## src/rtl/hazard_unit.sv

```systemverilog
// Pipeline hazard controller: RAW forwarding, load-use bubbles, branch flushes,
// memory-wait freeze, stall-cycle counter and sticky memory-timeout flag.
module hazard_unit #(
  parameter int unsigned MAX_WAIT = 255,
  parameter int unsigned CNT_W    = 32
) (
  input  logic             clk,
  input  logic             rst_n,
  input  logic [4:0]       Rs1_D,
  input  logic [4:0]       Rs2_D,
  input  logic [4:0]       Rs1_E,
  input  logic [4:0]       Rs2_E,
  input  logic [4:0]       Rd_E,
  input  logic [4:0]       Rd_M,
  input  logic [4:0]       Rd_W,
  input  logic [1:0]       ResultSrc_E,
  input  logic             RegWrite_M,
  input  logic             RegWrite_W,
  input  logic             BranchTaken_E,
  input  logic             MemReq_M,
  input  logic             MemReady,
  output logic [1:0]       ForwardA_E,
  output logic [1:0]       ForwardB_E,
  output logic             StallF,
  output logic             StallD,
  output logic             StallE,
  output logic             StallM,
  output logic             FlushD,
  output logic             FlushE,
  output logic             FlushW,
  output logic [CNT_W-1:0] StallCnt,
  output logic             MemTimeout
);

  localparam int unsigned WCNT_W = $clog2(MAX_WAIT + 1);
  localparam logic [WCNT_W-1:0] WAIT_MAX  = WCNT_W'(MAX_WAIT);
  localparam logic [WCNT_W-1:0] WAIT_LAST = WCNT_W'(MAX_WAIT - 1);

  typedef enum logic {ST_RUN = 1'b0, ST_WAIT = 1'b1} state_t;

  state_t             state_q, state_d;
  logic [WCNT_W-1:0]  wcnt_q, wcnt_d;
  logic               timeout_q, timeout_d;
  logic [CNT_W-1:0]   stall_cnt_q, stall_cnt_d;
  logic               memstall;
  logic               load_use;

  function automatic logic [1:0] fwd_sel(input logic [4:0] rs);
    if (RegWrite_M && (Rd_M != 5'd0) && (Rd_M == rs))      return 2'b10;
    else if (RegWrite_W && (Rd_W != 5'd0) && (Rd_W == rs)) return 2'b01;
    else                                                   return 2'b00;
  endfunction

  assign ForwardA_E = fwd_sel(Rs1_E);
  assign ForwardB_E = fwd_sel(Rs2_E);

  assign memstall = MemReq_M && !MemReady;
  assign load_use = (ResultSrc_E == 2'b01) && (Rd_E != 5'd0) &&
                    ((Rd_E == Rs1_D) || (Rd_E == Rs2_D));

  // Memory freeze masks branch/load-use; those conditions persist upstream.
  always_comb begin
    StallF = 1'b0;
    StallD = 1'b0;
    StallE = 1'b0;
    StallM = 1'b0;
    FlushD = 1'b0;
    FlushE = 1'b0;
    FlushW = 1'b0;
    if (memstall) begin
      StallF = 1'b1;
      StallD = 1'b1;
      StallE = 1'b1;
      StallM = 1'b1;
      FlushW = 1'b1;
    end else if (BranchTaken_E) begin
      FlushD = 1'b1;
      FlushE = 1'b1;
    end else if (load_use) begin
      StallF = 1'b1;
      StallD = 1'b1;
      FlushE = 1'b1;
    end
  end

  always_ff @(posedge clk or negedge rst_n) begin
    if (!rst_n) begin
      state_q     <= ST_RUN;
      wcnt_q      <= '0;
      timeout_q   <= 1'b0;
      stall_cnt_q <= '0;
    end else begin
      state_q     <= state_d;
      wcnt_q      <= wcnt_d;
      timeout_q   <= timeout_d;
      stall_cnt_q <= stall_cnt_d;
    end
  end

  always_comb begin
    state_d = state_q;
    case (state_q)
      ST_RUN:  if (memstall) state_d = ST_WAIT;
      ST_WAIT: if (MemReady || !MemReq_M) state_d = ST_RUN;
      default: state_d = ST_RUN;
    endcase
  end

  always_comb begin
    wcnt_d      = '0;
    timeout_d   = timeout_q;
    stall_cnt_d = stall_cnt_q;
    if ((state_q == ST_WAIT) && (state_d == ST_WAIT)) begin
      wcnt_d = (wcnt_q == WAIT_MAX) ? wcnt_q : wcnt_q + WCNT_W'(1);
      if (wcnt_q >= WAIT_LAST) timeout_d = 1'b1;
    end
    if (StallF && (stall_cnt_q != {CNT_W{1'b1}}))
      stall_cnt_d = stall_cnt_q + CNT_W'(1);
  end

  assign StallCnt   = stall_cnt_q;
  assign MemTimeout = timeout_q;

endmodule

```

## config.mk

```make
export PLATFORM = sky130hd
export DESIGN_NAME = hazard_unit
export DESIGN_NICKNAME = d
export VERILOG_FILES = /design/src/rtl/hazard_unit.sv
export SDC_FILE = /design/constraint.sdc
export NUM_CORES = 1
export LEC_CHECK = 0
export CELL_PAD_IN_SITES_DETAIL_PLACEMENT = 1
export CELL_PAD_IN_SITES_GLOBAL_PLACEMENT = 1
export CORE_ASPECT_RATIO = 1.2
export CORE_MARGIN = 8
export CORE_UTILIZATION = 30
export CTS_BUF_LIST = sky130_fd_sc_hd__clkbuf_4
export DETAILED_ROUTE_END_ITERATION = 6
export PLACE_DENSITY_LB_ADDON = 0.12
export SYNTH_ARGS = -nofsm -noshare
export SYNTH_HDL_FRONTEND = slang
export SYNTH_SLANG_ARGS = --single-unit
```

## constraint.sdc

```tcl
create_clock -name clk -period 4.7 [get_ports clk]
set_clock_uncertainty 0.2 [all_clocks]
set_input_delay 0.705 -clock clk [delete_from_list [all_inputs] [get_ports clk]]
set_output_delay 0.705 -clock clk [all_outputs]
set_load 0.01 [all_outputs]
```

; ---- Word-level counts from Yosys, hierarchy flattened
; Cells that the tools add are included.
; W data, S select, Z words.
[word_totals]
regBits = 42
in_bits = 44
out_inout_bits = 44
elab_cells = 53
[op_classes]
addsub = 2
n_lt_le_gt_ge = 1
eq_ne = 10
mux = 16
bitwise_logic = 1
n_reduce_logical = 19
[ops]
columns = cell, count
row1 = $add A32 B1 Y32 const B, 1
row2 = $ne A32 B32 Y1 const B, 1
row3 = $eq A5 B5 Y1, 6
row4 = $mux W8, 2
row5 = $reduce_bool A5 Y1, 3
row6 = $logic_and A1 B1 Y1, 11
row7 = $mux W1, 11
row8 = $add A8 B1 Y8 const B, 1
row9 = $eq A8 B8 Y1 const B, 1
row10 = $ge A8 B8 Y1 const B, 1
row11 = $mux W2, 2
row12 = $eq A2 B1 Y1 const B, 1
row13 = $logic_not A1 Y1, 2
row14 = $logic_or A1 B1 Y1, 2
row15 = $ne A2 B2 Y1 const B, 1
row16 = $pmux W1 S2, 1
row17 = $reduce_and A2 Y1, 1
row18 = $not A1 Y1, 1

; ---- Longest topological paths before layout
; Gate-level depths: netlist of the first run.
[depth]
ltp_word = 7
ltp_mapped = 8
mapped_depth_nobuf = 7

; ---- Worst setup path after synthesis of the first run
; Ideal clock, no wire load.
[synth_timing]
path_type = input port to output port
startpoint = input Rd_M[1]
endpoint = output ForwardA_E[0]
t_arrival_ns = 1.998
required_time_ns = 3.795
slack_ns = 1.797
path_stages = 4
path_buffers = 0
path_cell_list = or4_1 > o21ai_0 > nor4_1 > nor4_1
[synth_via]
elab_chain_cells = 4
elab_cells_between_ends = 5
classes_between = 1 x eq/ne / 1 x mux / 3 x reduce/logical
[synth_rtl]
columns = element, line_no
row1 = from (decl), 14  ; input logic [4:0] Rd_M,
row2 = $reduce_bool A5 Y1, 49  ; if (RegWrite_M && (Rd_M != 5'd0) && (Rd_M == rs)) return 2'b10;
row3 = $logic_and A1 B1 Y1, 49
row4 = $logic_and A1 B1 Y1 *, 49
row5 = $mux W2 *, 49
row6 = to (decl), 22  ; output logic [1:0] ForwardA_E,
; Mark *: on every way between the ends. The rest lies on a longest branch, timed or not.

; ---- Final worst setup path of the first run
[layout_timing]
startpoint = input Rd_M[1]
endpoint = output ForwardB_E[0]
[layout_via]
elab_chain_cells = 4
elab_cells_between_ends = 5
classes_between = 1 x eq/ne / 1 x mux / 3 x reduce/logical
[layout_rtl]
columns = element, line_no
row1 = $reduce_bool A5 Y1, 49
row2 = $logic_and A1 B1 Y1, 49
row3 = $logic_and A1 B1 Y1 *, 49
row4 = $mux W2 *, 49
row5 = to (decl), 23  ; output logic [1:0] ForwardB_E,
; Marked as above.

==> impl_metrics.py, run 1 <==
metrics = {
    "status": {
        "status": "complete, no violations",
    },
    "synth": {
        "async_reset_ff_share_pct": 100.0,
        "yosysTopAreaCellShare_pct": 41.56,
        "ys_types": 46,
        "synth_nets": 309,
        "ys_top_cells_by_area": "dfrtp_1 42%, xor2_1 12%, xnor2_1 9.0%",
        "yosysTopAreaCell": "dfrtp_1",
        "synthCells": 262,
        "synthFlopType": "dfrtp_1",
        "synth_edf_count": 0,
        "ys_seq_elements": 42,
        "synth.cell_area_um2": 2529,
        "synth-seq-area-share_pct": 41.56,
        "avgSynthCellArea_um2": 9.651,
        "yosys_warnings": 0,
    },
    "cells_and_area": {
        "area_growth_pct": 40.92,
        "multiInputGateArea_um2": 1400,
        "final_core_util_pct": 43.71,
        "n_fill_cell": 940,
        "seq_area_um2": 1051,
        "mostFrequentLayoutCell": "clkdlybuf4s50_1",
        "layout.cells.non_filler": 462,
        "fin_area_um2": 3563,
        "num_antenna_cells": 0,
        "final_nets": 394,
        "layout_common_cells": "86 x clkdlybuf4s50_1, 42 x dfrtp_1, 36 x xor2_1",
        "drive_above_1_share_pct": 5.172,
    },
    "setup_path": {
        "critPathKind": "input pin to output port",
        "start_kind": "input pin",
        "reg2reg_depth": 7,
        "end_kind": "output port",
        "reg2reg_slack_ns": 1.91,
        "critPathMaxFanout": 3,
        "arrival_ns": 2.96,
        "reg2reg_from": "StallCnt[0]",
        "cp.required_ns": 3.80,
        "timing.rr.end": "StallCnt[28]",
    },
    "clock_network": {
        "clock_latency_ns": 0.36,
        "clock-sinks": 42,
        "clockBufferDepth": 2,
        "cts_max_level": 2,
        "cts_tree": "built",
        "clk_pin_slew_worst_paths_ns": 0.14,
        "cts_buffers": 5,
        "clockRootBuffer": "clkbuf_4",
        "cts_resized": 0,
        "cts_setup_buffers": 0,
        "postCtsHoldBufs": 0,
    },
    "sta": {
        "max_freq_mhz": 258.7,
        "grt_setup_unrepaired": "no",
        "worst_pin_slew_ns": 0.9664,
        "period_minus_slack_ns": 3.865,
        "fin_hold_ws_ns": 0.2728,
        "tns_ns": 0,
        "period_share_pct": 82.24,
        "slew_headroom_pct": 35.57,
        "fin_ws_ns": 0.8346,
        "finalSetupViolations": 0,
        "hold_viol": 0,
        "final_max_slew_viol_count": 0,
    },
    "global_route": {
        "busiest_layer": "met2",
        "grt_pass1_vias": 2412,
        "grt_max_degree": 43,
        "use_met1_pct": 14.34,
        "track_usage_pct": 13.12,
        "grt_pass1_wl_mm": 12.28,
        "grt_overflow": 0,
        "grt_use_met2_pct": 24.23,
        "grt_use_met3_pct": 3.459,
        "antenna_found_initial": 0,
    },
    "floorplan": {
        "die-area_um2": 11630,
        "coreArea_um2": 8153,
        "rows": 36,
        "die_h_um": 116.6,
        "start_util_pct": 31.02,
        "ios": 88,
        "die_w_um": 99.81,
    },
    "placement": {
        "portBuffers": 87,
        "routabilityCongestion": 0.8095,
        "place_ws_ns": 0.8404,
        "placed_cells": 454,
        "place_area_um2": 3486,
        "place.detailed.hpwl_mm": 5.927,
    },
    "power": {
        "cellLeakagePower_nw": 1.405,
        "power_mw": 0.8474,
        "pwr_density_cell_nw_per_um2": 237.8,
        "ir_worst_vdd_mv": 0.1454,
    },
    "routing": {
        "viasPerCell": 4.829,
        "routedWlPerCell_um": 16.42,
        "routed_wl_mm": 7.586,
        "antenna_left": 0,
        "route.detailed.drc": 0,
        "drt_pass1_iterations": 4,
        "vias": 2231,
        "drt_iter0_markers": 76,
    },
    "hold_path": {
        "hp-class": "input pin to async pin",
    },
    "run": {
        "maxCapViolations": 0,
    },
}
-- cell type report --
type | count | share of cell area, %
Multi-Input combinational cell | 205 | 39.29
Sequential cell | 42 | 29.49
Timing Repair Buffer | 88 | 24.51
Tap cell | 114 | 4.003
Clock inverter | 3 | 1.124
Clock buffer | 5 | 1.053
Inverter | 5 | 0.5267
-- cells by family after synthesis --
group | count (synthesis) | share of synthesized area (%)
AOI/OAI and AO/OA | 19 | 5.097
xor gates and xnor gates | 62 | 21.47
adders and majority gates | 3 | 1.485
buffers and inverters | 15 | 3.067
DFF | 42 | 41.56
muxes | 1 | 0.4453
and+or+nand+nor | 120 | 26.87
-- power by group --
group          internal (mW)  leakage [nW]  switching [mW]
Combinational          0.108         0.791          0.0874
Sequential             0.383         0.570          0.0338
Clock                  0.110        0.0450           0.125
Total                  0.601          1.41           0.246
-- critical path, stage by stage --
cell and delay (ns):
clkdlybuf4s50_1 0.47, or4_1 0.53, o21ai_0 0.23, nor4_1 0.12, nor4_1 0.31, clkdlybuf4s50_1 0.60
-- how the worst max path moves through the flow --
| stage | to | slack, ns | start |
|---|---|---|---|
| after floorplan | ForwardA_E[0] | 1.80 | Rd_M[1] |
| after global placement | ForwardA_E[0] | 0.89 | Rd_M[1] |
| after detailed placement | ForwardB_E[0] | 0.84 | Rd_M[1] |
| after CTS | ForwardB_E[0] | 0.84 | Rd_M[1] |
| after global routing | ForwardB_E[0] | 0.67 | Rd_M[2] |
| final | ForwardB_E[0] | 0.83 | Rd_M[1] |
-- per-layer routing --
metal	up-vias	part of all wire, %	wire, µm
li1	1088	-	-
met1	1091	41	3076
met2	46	53	4055
met3	6	5.0	380
met4	0	0.98	74
met5	-	0	0
-- registers in the layout, summed over array words and instances (netlist names) --
signal,cells
StallCnt,32
MemTimeout,1
wcnt_q,8
state_q,1
-- synth_stat cells, types with 2 or more instances --
library cell / count
ha_1: 3
and2_1: 3
inv_1: 5
a31oi_1: 2
xor2_1: 36
or4_1: 5
and3_1: 9
nand2_1: 19
nand2b_1: 3
nor4_1: 7
nor3_1: 8
nand3_1: 16
xnor2_1: 26
nor2b_1: 2
nand4_1: 16
nor2_1: 19
clkbuf_1: 4
dfrtp_1: 42
buf_4: 3
o21ai_0: 7
or3_1: 2
Power figures use the tool's default switching activity.
==> inputs of run 2 (changes only) <==
- clock period: 4.7 -> 3.5 ns (I/O delays scaled with it)
==> run 2 against run 1 <==
Against the previous run: sequential share of layout area decreased by 0.35 points; global-route usage about the same; clock power increased by 40%; flip-flop and latch count unchanged; critical path type unchanged; critical endpoint unchanged; largest power group unchanged; highest routed layer unchanged.
==> impl_metrics.py, run 2 (same netlist as run 1, synthesis figures left out) <==
metrics = {
    "clock_network": {
        "clk_pin_slew_worst_paths_ns": 0.13,
        "cts_resized": 0,
        "clock_latency_ns": 0.36,
        "clockBufferDepth": 2,
        "postCtsHoldBufs": 0,
        "cts_max_level": 2,
        "cts_setup_buffers": 0,
        "cts_tree": "built",
        "clock-sinks": 42,
        "cts_buffers": 5,
        "clockRootBuffer": "clkbuf_4",
    },
    "cells_and_area": {
        "n_fill_cell": 947,
        "num_antenna_cells": 0,
        "area_growth_pct": 42.60,
        "final_nets": 399,
        "drive_above_1_share_pct": 6.516,
        "layout_common_cells": "86 x clkdlybuf4s50_1, 42 x dfrtp_1, 36 x xor2_1",
        "seq_area_um2": 1051,
        "multiInputGateArea_um2": 1400,
        "mostFrequentLayoutCell": "clkdlybuf4s50_1",
        "largest_register_ffs": 32,
    },
    "sta": {
        "finalSetupViolations": 0,
        "max_freq_mhz": 294.4,
        "worst_pin_slew_ns": 1.156,
        "slew_headroom_pct": 22.77,
        "hold_viol": 0,
        "period_minus_slack_ns": 3.397,
        "tns_ns": 0,
        "period_share_pct": 97.04,
        "fin_ws_ns": 0.1035,
        "grt_setup_unrepaired": "no",
        "final_max_slew_viol_count": 0,
    },
    "setup_path": {
        "start_kind": "input pin",
        "critPathKind": "input pin to output port",
        "reg2reg_from": "StallCnt[15]",
        "cp.required_ns": 2.77,
        "reg2reg_slack_ns": 0.74,
        "arrival_ns": 2.67,
        "end_kind": "output port",
        "reg2reg_depth": 6,
        "critPathMaxFanout": 3,
        "timing.rr.end": "StallCnt[4]",
    },
    "global_route": {
        "track_usage_pct": 13.07,
        "grt_overflow": 0,
        "grt_pass1_vias": 2374,
        "grt_pass1_wl_mm": 12.34,
        "grt_max_degree": 43,
        "antenna_found_initial": 0,
    },
    "routing": {
        "routedWlPerCell_um": 16.07,
        "viasPerCell": 4.760,
        "antenna_left": 0,
        "routed_wl_mm": 7.504,
        "route.detailed.drc": 0,
        "drt_iter0_markers": 75,
        "vias": 2223,
        "drt_pass1_iterations": 4,
    },
    "placement": {
        "place.detailed.hpwl_mm": 5.997,
        "portBuffers": 87,
        "routabilityCongestion": 0.7560,
        "place_ws_ns": 0.04606,
    },
    "power": {
        "ir_worst_vdd_mv": 0.1582,
        "cellLeakagePower_nw": 1.425,
        "pwr_density_cell_nw_per_um2": 319.1,
        "power_mw": 1.151,
    },
    "floorplan": {
        "start_util_pct": 31.02,
        "ios": 88,
        "die_w_um": 99.81,
        "coreArea_um2": 8153,
        "die-area_um2": 11630,
        "die_h_um": 116.6,
        "rows": 36,
    },
    "run": {
        "maxCapViolations": 0,
    },
    "status": {
        "status": "complete, no violations",
    },
    "hold_path": {
        "hp-class": "input pin to async pin",
    },
}
run 2: cell types whose count changed in the layout (fill, tap and decap cells not counted):
cell	change
o21ai_0	-1
clkbuf_4	+1
buf_4	+5
o21ai_1	+1
clkinv_2	-2
clkinvlp_4	+1
run 2: how the worst max path moves through the flow:
stage | startpoint | endpoint | slack [ns] | cells after the start
finish | Rd_W[2] | ForwardB_E[0] | 0.10 | 6
global route | Rd_W[2] | ForwardB_E[0] | 0.009 | 6
CTS | Rd_M[1] | ForwardB_E[0] | 0.04 | 6
detailed placement | Rd_M[1] | ForwardB_E[0] | 0.05 | 6
global placement | Rd_M[1] | ForwardA_E[0] | 0.09 | 6
floorplan | Rd_M[1] | ForwardA_E[0] | 0.96 | 4
run 2: per-stage QoR:
step | utilization (%) | std cells | area (µm²) | hold slack [ns]
floorplan | - | 262 | 2529 | 0.02941
detailed placement | 43.22 | 459 | 3523 | 0.2682
finish | 44.23 | 467 | 3606 | 0.1033
CTS | 44.23 | 467 | 3606 | 0.1497
global route | 44.23 | 467 | 3606 | 0.1889
global placement | 43.22 | 459 | 3523 | 0.2643
run 2: cell type report:
cell class,count,share of cell area [%]
clock buffers,6,1.249
well taps,114,3.956
flip-flops and latches,42,29.15
clock inverters,2,1.041
inverters,5,0.5205
multi-input cells,205,38.83
repair buffers,93,25.26
run 2: where the power goes:
part           internal (mW)  leakage (nW)  switching (mW)
clock network          0.159        0.0419           0.169
logic                  0.148         0.814           0.115
registers              0.514         0.570          0.0455
run 2: routing by layer:
layer	routed length, µm	global-route usage (%)	up-vias
met1	3144	14.79	1083
met2	4014	24.41	39
li1	-	-	1096
met5	0	0	-
met4	58	2.427	0
met3	287	3.041	5
run 2: worst max-delay path: stages:
cell and delay, ns:
clkdlybuf4s50_1 0.55, or4_1 0.14, o21ai_0 0.10, or4_1 0.55
nor4_1 0.21, clkdlybuf4s50_1 0.60
